### config.mk
export PLATFORM = sky130hd
export DESIGN_NAME = icache_axi_rd_bridge
export DESIGN_NICKNAME = d
export VERILOG_FILES = /design/src/rtl/icache_axi_rd_bridge.sv
export SDC_FILE = /design/constraint.sdc
export NUM_CORES = 1
export LEC_CHECK = 0
export ABC_AREA = 1
export BUFFER_PORTS_ARGS = -buffer_cell sky130_fd_sc_hd__buf_2
export CORE_ASPECT_RATIO = 1.75
export CORE_MARGIN = 1
export CORE_UTILIZATION = 50
export CTS_BUF_LIST = sky130_fd_sc_hd__clkbuf_2
export DETAILED_ROUTE_END_ITERATION = 7
export PLACE_DENSITY_LB_ADDON = 0.25
export SYNTH_ARGS = -nofsm -noshare
export SYNTH_HDL_FRONTEND = slang
export SYNTH_SLANG_ARGS = --single-unit
export TNS_END_PERCENT = 5
### constraint.sdc
create_clock -name clk -period 2.9 [get_ports clk]
set_clock_uncertainty 0.1 [all_clocks]
set_input_delay 0 -clock clk [delete_from_list [all_inputs] [get_ports clk]]
set_output_delay 0 -clock clk [all_outputs]
set_load 0.03 [all_outputs]
### src/rtl/icache_axi_rd_bridge.sv
// icache_axi_rd_bridge
// Takes one instruction-cache refill request at a time and turns it into a
// single AXI4 INCR read burst. The 32-bit R beats are returned to the cache
// in order, one cycle after each R handshake.
//
// state  | meaning
// -------+------------------------------------------------------------
// IDLE   | no request in flight, waiting for addr_valid_i
// AR     | arvalid_o held high with the latched address/length
// DATA   | rready_o high, forwarding beats until the rlast handshake
//
// The drop flag records a flush of the request in flight. Once it is set,
// the remaining beats are still drained from AXI but are not forwarded.
// The beat counter is 9 bits wide and saturates, so a slave that returns
// far more beats than requested cannot wrap it back into the forwarding
// range.

module icache_axi_rd_bridge #(
  parameter int                  ID_WIDTH = 4,
  parameter logic [ID_WIDTH-1:0] AXI_ID   = '0
) (
  input  logic                clk,
  input  logic                rst,
  input  logic                flush_i,
  input  logic                addr_valid_i,
  input  logic [31:0]         addr_i,
  input  logic [7:0]          data_len_i,
  output logic                resp_ready_o,
  output logic                data_valid_o,
  output logic [31:0]         data_o,
  output logic                busy_o,
  output logic                err_o,
  output logic [ID_WIDTH-1:0] arid_o,
  output logic [31:0]         araddr_o,
  output logic [7:0]          arlen_o,
  output logic [2:0]          arsize_o,
  output logic [1:0]          arburst_o,
  output logic                arvalid_o,
  input  logic                arready_i,
  input  logic [ID_WIDTH-1:0] rid_i,
  input  logic [31:0]         rdata_i,
  input  logic [1:0]          rresp_i,
  input  logic                rlast_i,
  input  logic                rvalid_i,
  output logic                rready_o
);

  typedef enum logic [1:0] {
    S_IDLE = 2'd0,
    S_AR   = 2'd1,
    S_DATA = 2'd2
  } state_e;

  state_e      state_q, state_d;
  logic [31:0] addr_q, addr_d;
  logic [7:0]  len_q, len_d;
  logic [7:0]  arlen_q, arlen_d;
  logic        arvalid_q, arvalid_d;
  logic [8:0]  cnt_q, cnt_d;
  logic        drop_q, drop_d;
  logic        err_q, err_d;
  logic        resp_q, resp_d;
  logic        dv_q, dv_d;
  logic [31:0] data_q, data_d;

  logic        drop_now;
  logic        ar_hs;
  logic        r_hs;
  logic        beat_in_range;
  logic        last_mismatch;

  // Only one burst is ever outstanding, so the returned ID carries no
  // information.
  logic unused_rid;
  assign unused_rid = ^rid_i;

  // A flush in the current cycle takes effect on the beat or handshake that
  // happens in that same cycle.
  assign drop_now      = drop_q | flush_i;
  assign ar_hs         = arvalid_q & arready_i;
  assign r_hs          = (state_q == S_DATA) & rvalid_i;
  assign beat_in_range = cnt_q < {1'b0, len_q};
  assign last_mismatch = rlast_i & ((cnt_q + 9'd1) != {1'b0, len_q});

  // State register and all registered outputs.
  always_ff @(posedge clk or posedge rst) begin
    if (rst) begin
      state_q   <= S_IDLE;
      addr_q    <= '0;
      len_q     <= '0;
      arlen_q   <= '0;
      arvalid_q <= 1'b0;
      cnt_q     <= '0;
      drop_q    <= 1'b0;
      err_q     <= 1'b0;
      resp_q    <= 1'b0;
      dv_q      <= 1'b0;
      data_q    <= '0;
    end else begin
      state_q   <= state_d;
      addr_q    <= addr_d;
      len_q     <= len_d;
      arlen_q   <= arlen_d;
      arvalid_q <= arvalid_d;
      cnt_q     <= cnt_d;
      drop_q    <= drop_d;
      err_q     <= err_d;
      resp_q    <= resp_d;
      dv_q      <= dv_d;
      data_q    <= data_d;
    end
  end

  // Next-state logic: request acceptance, AR handshake, beat forwarding,
  // error detection.
  always_comb begin
    state_d   = state_q;
    addr_d    = addr_q;
    len_d     = len_q;
    arlen_d   = arlen_q;
    arvalid_d = arvalid_q;
    cnt_d     = cnt_q;
    drop_d    = drop_q;
    err_d     = err_q;
    resp_d    = 1'b0;
    dv_d      = 1'b0;
    data_d    = data_q;

    case (state_q)
      S_IDLE: begin
        drop_d = 1'b0;
        if (addr_valid_i && (data_len_i != 8'd0) && !flush_i) begin
          state_d   = S_AR;
          addr_d    = addr_i;
          len_d     = data_len_i;
          arlen_d   = data_len_i - 8'd1;
          arvalid_d = 1'b1;
          err_d     = 1'b0;
        end
      end

      S_AR: begin
        // arvalid must not be withdrawn once raised, so a flush here only
        // marks the burst to be dropped.
        drop_d = drop_now;
        if (ar_hs) begin
          state_d   = S_DATA;
          arvalid_d = 1'b0;
          cnt_d     = '0;
          resp_d    = ~drop_now;
        end
      end

      S_DATA: begin
        drop_d = drop_now;
        if (r_hs) begin
          data_d = rdata_i;
          dv_d   = ~drop_now & beat_in_range;
          if ((rresp_i != 2'b00) || !beat_in_range || last_mismatch) begin
            err_d = 1'b1;
          end
          if (cnt_q != 9'h1FF) begin
            cnt_d = cnt_q + 9'd1;
          end
          if (rlast_i) begin
            state_d = S_IDLE;
            drop_d  = 1'b0;
          end
        end
      end

      default: begin
        state_d   = S_IDLE;
        arvalid_d = 1'b0;
        drop_d    = 1'b0;
      end
    endcase
  end

  // The acceptance pulse is registered but is also masked by a flush that
  // arrives in the very cycle it is shown.
  assign resp_ready_o = resp_q & ~flush_i;
  assign data_valid_o = dv_q;
  assign data_o       = data_q;
  assign busy_o       = (state_q != S_IDLE);
  assign err_o        = err_q;

  assign arid_o    = AXI_ID;
  assign araddr_o  = addr_q;
  assign arlen_o   = arlen_q;
  assign arsize_o  = 3'b010;
  assign arburst_o = 2'b01;
  assign arvalid_o = arvalid_q;
  assign rready_o  = (state_q == S_DATA);

endmodule

==> metrics.txt, run 1 <==
final hold vios=0; CTS root buf=clkbuf_2; Ys Warns=0; pwr dens=932 mW/mm²; Tmin final=2.60 ns; Slew HR=46.4%; initial antenna violation count=1; endpoint type of the worst setup path=flip-flop; most frequent cells in the layout=253 x nand2_1, 158 x buf_2, 148 x dlygate4sd3_1; gr usage total=35.9%; Post-CTS Repair Setup Buffers=0; DP HPWL=8.06 mm; Die H=127 µm; GRT overflow=0; RSZ-0062 raised after global routing=false; design area=0.00690 mm²; global-route wire length before repair=24.9 mm; NumNets Final=941; DR WL/cell=16.1 µm; post-DR vias/cell=5.13; Iter 0 DRT Violations=379; Mean Syn Cell Area=8.27 µm²; row count=45; CTS clk-pin slew, worst paths=0.26 ns; post-synthesis instance total=538; peak supply drop=709 µV; WS Path Type=reg2reg; CTS Hold Bufs=148; Tcrit/Tclk final=89.7%; Placed Cells=799; Crit path arrival time=3.02 ns; first-pass iteration count of the detailed router=5; CTS Buffer Depth=2; I/O Buffers=158; vias post-DR=4946; die width=73.3 µm; fraction of layout cells with a size suffix above 1=22.6%; Post-Place Cell Area=0.00530 mm²; routed wire length=15.6 mm; Final ANT Viol Nets=0; area grow syn2layout=55.1%; minimum hold slack=0.0663 ns; Resized cells post-CTS=0; synthesized cell area=0.00445 mm²; setup_tns=0 ns; Final Setup Violations=0; max_cap viols=0; Unique masters post-synth=32; PnR worst setup slack=0.300 ns; Final GP Congestion=0.910; I/O Pins=172; CTS tree=built; most common cell after layout, fill and taps aside=nand2_1; max-slew violations=0; vias in the first global route=5151; Max Fanout on Critical Path=34; FF+latch count, synth=96; final non-filler cell total=964; Setup WS pre-CTS=0.551 ns; largest net degree at the start of global routing=50; core footprint=0.00867 mm²; f_max=0.385 GHz; Final Util=79.5%; register area share after synthesis=54.0%; clock latency on the worst-skew pair=0.57 ns; starting density of the core=51.3%; # H-tree levels=3; Tightest Hold Check Type=in2reg; status=complete, no violations; TritonCTS buffer count=9; Startpoint Class=flip-flop; CP Data Required Time=3.32 ns; Residual DRC=0; Pwr Total=6.43 mW; Die ar.=0.00929 mm²; Pleak=3.68 nW; TritonCTS Sinks=96; Worst-Margin Slew=0.802 ns
## routing by layer
| layer | part of all wire, % | global-route usage (%) | vias up |
|---|---|---|---|
| met3 | 5.4 | 7.70 | 85 |
| li1 | - | - | 2257 |
| met5 | 0 | 0 | - |
| met2 | 53 | 61.8 | 255 |
| met4 | 6.0 | 22.2 | 0 |
| met1 | 35 | 39.2 | 2349 |
## final timing paths
path	startpoint	to	slack, ns	depth (start not counted)
setup / recovery	state_q[0]$_DFFE_PP0P_	data_o[16]$_DFFE_PP0P_	0.30	9
hold / removal	addr_i[18]	araddr_o[18]$_DFFE_PP0P_	0.07	4
setup reg to reg	state_q[0]$_DFFE_PP0P_	data_o[16]$_DFFE_PP0P_	0.30	9
hold reg to reg	araddr_o[24]$_DFFE_PP0P_	araddr_o[24]$_DFFE_PP0P_	0.41	2
max in group asynchronous	rst	arlen_o[1]$_DFFE_PP0P_	1.50	5
min in group asynchronous	rst	data_o[10]$_DFFE_PP0P_	0.48	4
## layout make-up
| type | instances | area (µm²) |
|---|---|---|
| well taps | 117 | 146 |
| clock buffers | 9 | 45.0 |
| fillers | 522 | 1780 |
| multi-input cells | 386 | 1770 |
| repair buffers | 310 | 2310 |
| inverters | 38 | 145 |
| diodes | 1 | 2.50 |
| flip-flops and latches | 96 | 2400 |
| clock inverters | 7 | 70.1 |
## cells in the mapped netlist, drive strengths merged
cell type,n,area share (%)
ha,15,4.2
xnor2,1,0.20
nand2,256,22
inv,38,3.2
clkbuf,6,0.51
nand3b,1,0.17
o21bai,1,0.17
o22ai,3,0.42
o211ai,1,0.17
xor2,4,0.79
a21oi,7,0.87
o21a,1,0.17
dfrtp,96,54
conb,2,0.17
o2111ai,1,0.20
nor2,24,2.6
nor3,4,0.56
o21ai,28,3.2
or3,1,0.14
or2,2,0.28
nand3,27,3.2
buf,19,3.1
## registers in the layout, indices dropped and copies added, names as in the netlist
signal        cells
araddr_o         32
data_o           32
cnt_q             9
arlen_o           8
len_q             8
state_q           2
arvalid_o         1
data_valid_o      1
drop_q            1
err_o             1
resp_q            1
## critical path: stages (launching register included)
cell and delay [ns]:
dfrtp_1 0.46, inv_1 0.10, ha_1 0.28, nand2_1 0.11, buf_4 0.26, inv_1 0.10, buf_4 0.32, nand2_1 0.13
nand2_1 0.10, dlygate4sd3_1 0.56
## cells by family after synthesis
logic type                 count (synthesis)  synth area share (%)
other                                      2                 0.169
buffers and inverters                     63                  6.78
AOI/OAI and AO/OA                         42                  5.15
DFF                                       96                  54.0
and+or+nand+nor                          315                  28.7
adders and majority gates                 15                  4.22
xor gates and xnor gates                   5                 0.985
## report_power, final
group,total [mW],leakage (nW),internal [mW],switching [mW]
registers,2.26,1.21,1.91,0.356
clock network,0.679,0.0620,0.196,0.483
logic,3.49,2.41,1.20,2.29
total,6.43,3.68,3.30,3.12
Note: power is estimated with default switching activity, not from simulation.
==> run 2, diff against run 1 <==
CTS_BUF_LIST = sky130_fd_sc_hd__clkbuf_8   (was sky130_fd_sc_hd__clkbuf_2)
==> run 2 against run 1 <==
  * Combinational power is 15% lower
  * Sequential cell count stayed put
  * Clock power is 33% higher
  * Non-clock buffer count is 68 lower
  * Final area is 8.6% lower
  * Power is 4.9% lower
  * Global-route usage is 6.5 points lower
  * Sequential power hardly changed
  * Hold slack worse by 0.037 ns
  * Die area stayed put
  * Maximum frequency is 8.6% higher
==> metrics.txt, run 2 (synthesized netlist as in run 1, its figures left out) <==
Iter 0 DRT Violations=298; Setup WS pre-CTS=0.551 ns; pwr dens=970 mW/mm²; Net Sw Power=2.91 mW; most frequent cells in the layout=253 x nand2_1, 158 x buf_2, 96 x dfrtp_1; status=complete, no violations; Final GP Congestion=0.910; setup_tns=0 ns; worst hold path startpoint=addr_valid_i; starting density of the core=51.3%; Max Fanout on Critical Path=6; first-pass iteration count of the detailed router=4; initial antenna violation count=0; Final Setup Violations=0; Pleak=3.46 nW; fraction of layout cells with a size suffix above 1=24.7%; gr usage total=29.4%; endpoint type of the worst setup path=flip-flop; P_int=3.20 mW; Clk network pwr share=14.8%; Residual DRC=0; FF-to-FF path depth=11; combinational share of power=48.7%; clock latency on the worst-skew pair=0.36 ns; CP Data Required Time=3.08 ns; CTS root buf=clkbuf_8; Tightest Hold Check Type=in2reg; WP buf/inv=1; most frequent CP cell=nand2_1; largest net degree at the start of global routing=50; Post-CTS Repair Setup Buffers=0; area grow syn2layout=41.7%; max-slew violations=0; RSZ-0062 raised after global routing=false; worst r2r src=cnt_q[1]$_DFFE_PP0P_; TritonCTS buffer count=9; Startpoint Class=flip-flop; GRT overflow=0; Sw Ratio=47.6%; Hold Crit Depth=5; crit-path cells=ha_1, nand2_1, nor2_2, nand2_1, nor2_1, ha_1, nand2_1, o211ai_1, nor2_1, inv_1, o21ai_0; I/O Buffers=158; Slowest Stage Delay on Critical Path=0.44 ns; Die H=127 µm; Pwr Total=6.11 mW; row count=45; max_cap viols=0; Final ANT Viol Nets=0; Hold Path Sink=arvalid_o$_DFFE_PP0P_; Slew HR=47.5%; CTS Buffer Depth=2; NumNets Final=873; global-route wire length before repair=20.7 mm; PnR worst setup slack=0.505 ns; core footprint=0.00867 mm²; vias post-DR=4417; Diodes inserted=0; Tcrit/Tclk final=82.6%; routed wire length=12.8 mm; die width=73.3 µm; DR WL/cell=14.3 µm; worst r2r dst=cnt_q[1]$_DFFE_PP0P_; post-DR vias/cell=4.94; I/O Pins=172; Slowest-stage cell, CP=dfrtp_1; vias in the first global route=4521; DP HPWL=8.06 mm; setup slack, reg-to-reg=0.50 ns; Seq pwr share=36.6%; CP delay by family, top=simple AND/OR/NAND/NOR gates; WS Path Type=reg2reg; Crit path arrival time=2.57 ns; CTS tree=built; TritonCTS Sinks=96; peak supply drop=623 µV; # H-tree levels=3; final hold vios=0; most common cell after layout, fill and taps aside=nand2_1; Die ar.=0.00929 mm²; f_max=0.417 GHz; Worst-Margin Slew=0.787 ns; CTS clk-pin slew, worst paths=0.09 ns; Tmin final=2.40 ns
[run 2: cell types whose count changed in the layout (fill, tap and decap cells not counted)]
cell / before / now
clkinv_1: 1 / 0
clkbuf_2: 9 / 0
clkbuf_8: 0 / 10
dlygate4sd3_1: 148 / 80
diode_2: 1 / 0
[run 2: how the worst max path moves through the flow]
stage	from	endpoint	slack (ns)	depth (start not counted)
detailed placement	cnt_q[1]$_DFFE_PP0P_	err_o$_DFFE_PP0P_	0.55	16
floorplan	rst	araddr_o[0]$_DFFE_PP0P_	0.29	1
finish	cnt_q[1]$_DFFE_PP0P_	cnt_q[1]$_DFFE_PP0P_	0.50	11
global route	cnt_q[1]$_DFFE_PP0P_	cnt_q[1]$_DFFE_PP0P_	0.31	11
CTS	cnt_q[1]$_DFFE_PP0P_	err_o$_DFFE_PP0P_	0.54	16
global placement	cnt_q[1]$_DFFE_PP0P_	err_o$_DFFE_PP0P_	0.62	16
[run 2: power groups by stage]
stage | logic (mW) | registers [mW] | clock network (mW)
after global routing | 3.23 | 2.30 | 0.956
after global placement | 2.80 | 2.21 | 0
after detailed placement | 2.85 | 2.24 | 0
after floorplan | 0.997 | 3.22 | 0
final | 2.97 | 2.24 | 0.902
after CTS | 2.94 | 2.22 | 0.916
[run 2: repair_timing]
action                     in CTS  in global routing
gates resized for setup         0                  0
setup endpoints to repair       0                  0
hold endpoints to repair      132                  0
hold buffers                   80                  0
[run 2: cell type report]
type / instances / area [µm²]
fillers: 640 / 2370
multi-input cells: 386 / 1770
repair buffers: 242 / 1630
clock buffers: 10 / 138
clock inverters: 6 / 66.3
flip-flops and latches: 96 / 2400
inverters: 38 / 145
well taps: 117 / 146
[run 2: metrics by stage]
step	utilization (%)	instance area [µm²]	cells	hold WS (ns)
2_1_floorplan	-	4470	545	0.00962
3_3_place_gp	61.1	5300	799	0.0113
3_5_place_dp	61.1	5300	799	0.0143
4_1_cts	72.7	6300	895	0.0205
5_1_grt	72.7	6300	895	0.0450
6_report	72.7	6300	895	0.0288
[run 2: tightest hold or removal path, cell delays in order]
cell     delay [ns]
buf_2          0.11
nand3_2        0.10
nand2_1        0.09
nand3_1        0.10
o21ai_0        0.07
[run 2: layer usage]
| metal | vias to the layer above | global-route usage, % | share of wire [%] |
|---|---|---|---|
| met1 | 2099 | 30.8 | 36 |
| met2 | 151 | 53.1 | 56 |
| met4 | 0 | 16.2 | 4.3 |
| met3 | 47 | 5.96 | 4.4 |
| li1 | 2120 | - | - |
| met5 | - | 0 | 0 |
==> run 3, diff against run 2 <==
clock period = 2.3 ns   (was 2.9 ns; I/O delays follow)
==> run 3 against run 2 <==
  * The flow now finishes with violations (negative setup slack)
  * Hold slack improved by 0.0088 ns
  * Combinational power up 29%
  * Power up 26%
  * Count of clock-buffer cells in the layout shrank 1
  * Setup slack got worse by 0.52 ns
  * Sequential share of layout area fell by 0.40 points
  * Clock power up 16%
  * Utilization up 0.78 points
  * Critical path type unchanged
==> metrics.txt, run 3 (synthesized netlist as in run 1, its figures left out) <==
CTS clk-pin slew, worst paths=0.10 ns; Seq pwr share=36.8%; row count=45; TritonCTS Sinks=96; area grow syn2layout=43.2%; Net Sw Power=3.77 mW; CTS Buffer Depth=2; core footprint=0.00867 mm²; I/O Pins=172; CP Data Required Time=2.47 ns; NumNets Final=880; TritonCTS buffer count=9; Pleak=3.52 nW; worst r2r dst=err_o$_DFFE_PP0P_; worst hold path startpoint=addr_valid_i; die width=73.3 µm; P_int=3.95 mW; PnR worst setup slack=-0.0150 ns; pwr dens=1210 mW/mm²; RSZ-0062 raised after global routing=true; most frequent cells in the layout=251 x nand2_1, 158 x buf_2, 96 x dfrtp_1; first-pass iteration count of the detailed router=6; Slew HR=50.0%; setup slack, reg-to-reg=-0.02 ns; Post-Place Cell Area=0.00535 mm²; f_max=0.432 GHz; CTS root buf=clkbuf_8; Iter 0 DRT Violations=310; minimum hold slack=0.0377 ns; vias post-DR=4523; Tcrit/Tclk final=101%; starting density of the core=51.3%; # H-tree levels=3; routed wire length=13.3 mm; Clk network pwr share=13.6%; Setup WS pre-CTS=0.0267 ns; Tmin final=2.32 ns; vias in the first global route=4543; CTS tree=built; Residual DRC=0; Tightest Hold Check Type=in2reg; gr usage total=30.1%; Final GP Congestion=0.932; worst r2r src=cnt_q[0]$_DFFE_PP0P_; initial antenna violation count=0; most common cell after layout, fill and taps aside=nand2_1; max_cap viols=0; I/O Buffers=158; Startpoint Class=flip-flop; global-route wire length before repair=21.0 mm; Hold Crit Depth=5; Worst-Margin Slew=0.748 ns; DP HPWL=8.28 mm; peak supply drop=798 µV; Max Fanout on Critical Path=3; largest net degree at the start of global routing=48; failing checks=negative setup slack; FF-to-FF path depth=16; WS Path Type=reg2reg; Diodes inserted=0; Final Setup Violations=1; max-slew violations=0; post-DR vias/cell=5.01; Sw Ratio=48.9%; Final ANT Viol Nets=0; endpoint type of the worst setup path=flip-flop; clock latency on the worst-skew pair=0.37 ns; Crit path arrival time=2.49 ns; design area=0.00637 mm²; final hold vios=0; combinational share of power=49.6%; Die H=127 µm; status=finished, violations left; Die ar.=0.00929 mm²; DR WL/cell=14.7 µm; fraction of layout cells with a size suffix above 1=25.7%; GRT overflow=0; Hold Path Sink=arvalid_o$_DFFE_PP0P_
-- run 3: power groups by stage --
| stage | combinational [mW] | clock, mW | sequential (mW) |
|---|---|---|---|
| floorplan | 1.26 | 0 | 4.05 |
| global placement | 3.56 | 0 | 2.82 |
| detailed placement | 3.64 | 0 | 2.83 |
| CTS | 3.75 | 1.06 | 2.82 |
| global route | 4.10 | 1.13 | 2.92 |
| finish | 3.83 | 1.05 | 2.84 |
-- run 3: worst max path at each step --
stage,from,endpoint,slack [ns]
global placement,cnt_q[0]$_DFFE_PP0P_,cnt_q[1]$_DFFE_PP0P_,0.09
floorplan,cnt_q[1]$_DFFE_PP0P_,err_o$_DFFE_PP0P_,0.26
detailed placement,cnt_q[0]$_DFFE_PP0P_,cnt_q[1]$_DFFE_PP0P_,0.03
CTS,cnt_q[0]$_DFFE_PP0P_,err_o$_DFFE_PP0P_,0.001
finish,cnt_q[0]$_DFFE_PP0P_,err_o$_DFFE_PP0P_,-0.02
global route,cnt_q[0]$_DFFE_PP0P_,err_o$_DFFE_PP0P_,-0.11
-- run 3: worst max-delay path, cell delays in order (launching register included) --
cell	delay, ns
dfrtp_1	0.39
ha_2	0.22
nand2_4	0.07
nor2_4	0.13
nand2_2	0.08
nor2_2	0.09
ha_1	0.24
nor2_1	0.12
nand3_1	0.09
nor2_1	0.12
nand3_1	0.11
nor2_1	0.14
nand3_1	0.08
nand2_1	0.06
nand2_1	0.04
nand2_1	0.06
a21oi_2	0.05
-- run 3: final cells by class --
class                      count  area [µm²]
clock inverter                 7        56.3
timing repair buffer         249        1700
multi-input combinational    386        1790
sequential                    96        2400
clock buffer                   9         124
fill                         630        2300
inverter                      38         146
tap                          117         146
-- run 3: stage by stage --
stage	cells	TNS, ns	total power [mW]	util [%]
floorplan	545	0	5.31	-
global placement	804	0	6.37	61.7
detailed placement	804	0	6.47	61.7
CTS	902	0	7.63	73.2
global route	902	-0.107	8.14	73.4
finish	902	-0.0150	7.72	73.4
-- run 3: per-layer routing --
metal	vias to the layer above	routed length (µm)	part of all wire (%)	GRT usage [%]
li1	2132	-	-	-
met1	2137	4760	36	32.2
met2	194	7150	54	53.4
met3	60	661	5.0	4.92
met4	0	683	5.2	19.2
met5	-	0	0	0
-- run 3: repair_timing --
item	in CTS	in global routing
pin swaps	3	11
endpoints found under the setup margin	2	5
setup buffers	1	0
hold endpoints to repair	117	0
hold buffers	81	0
resized for setup	1	6
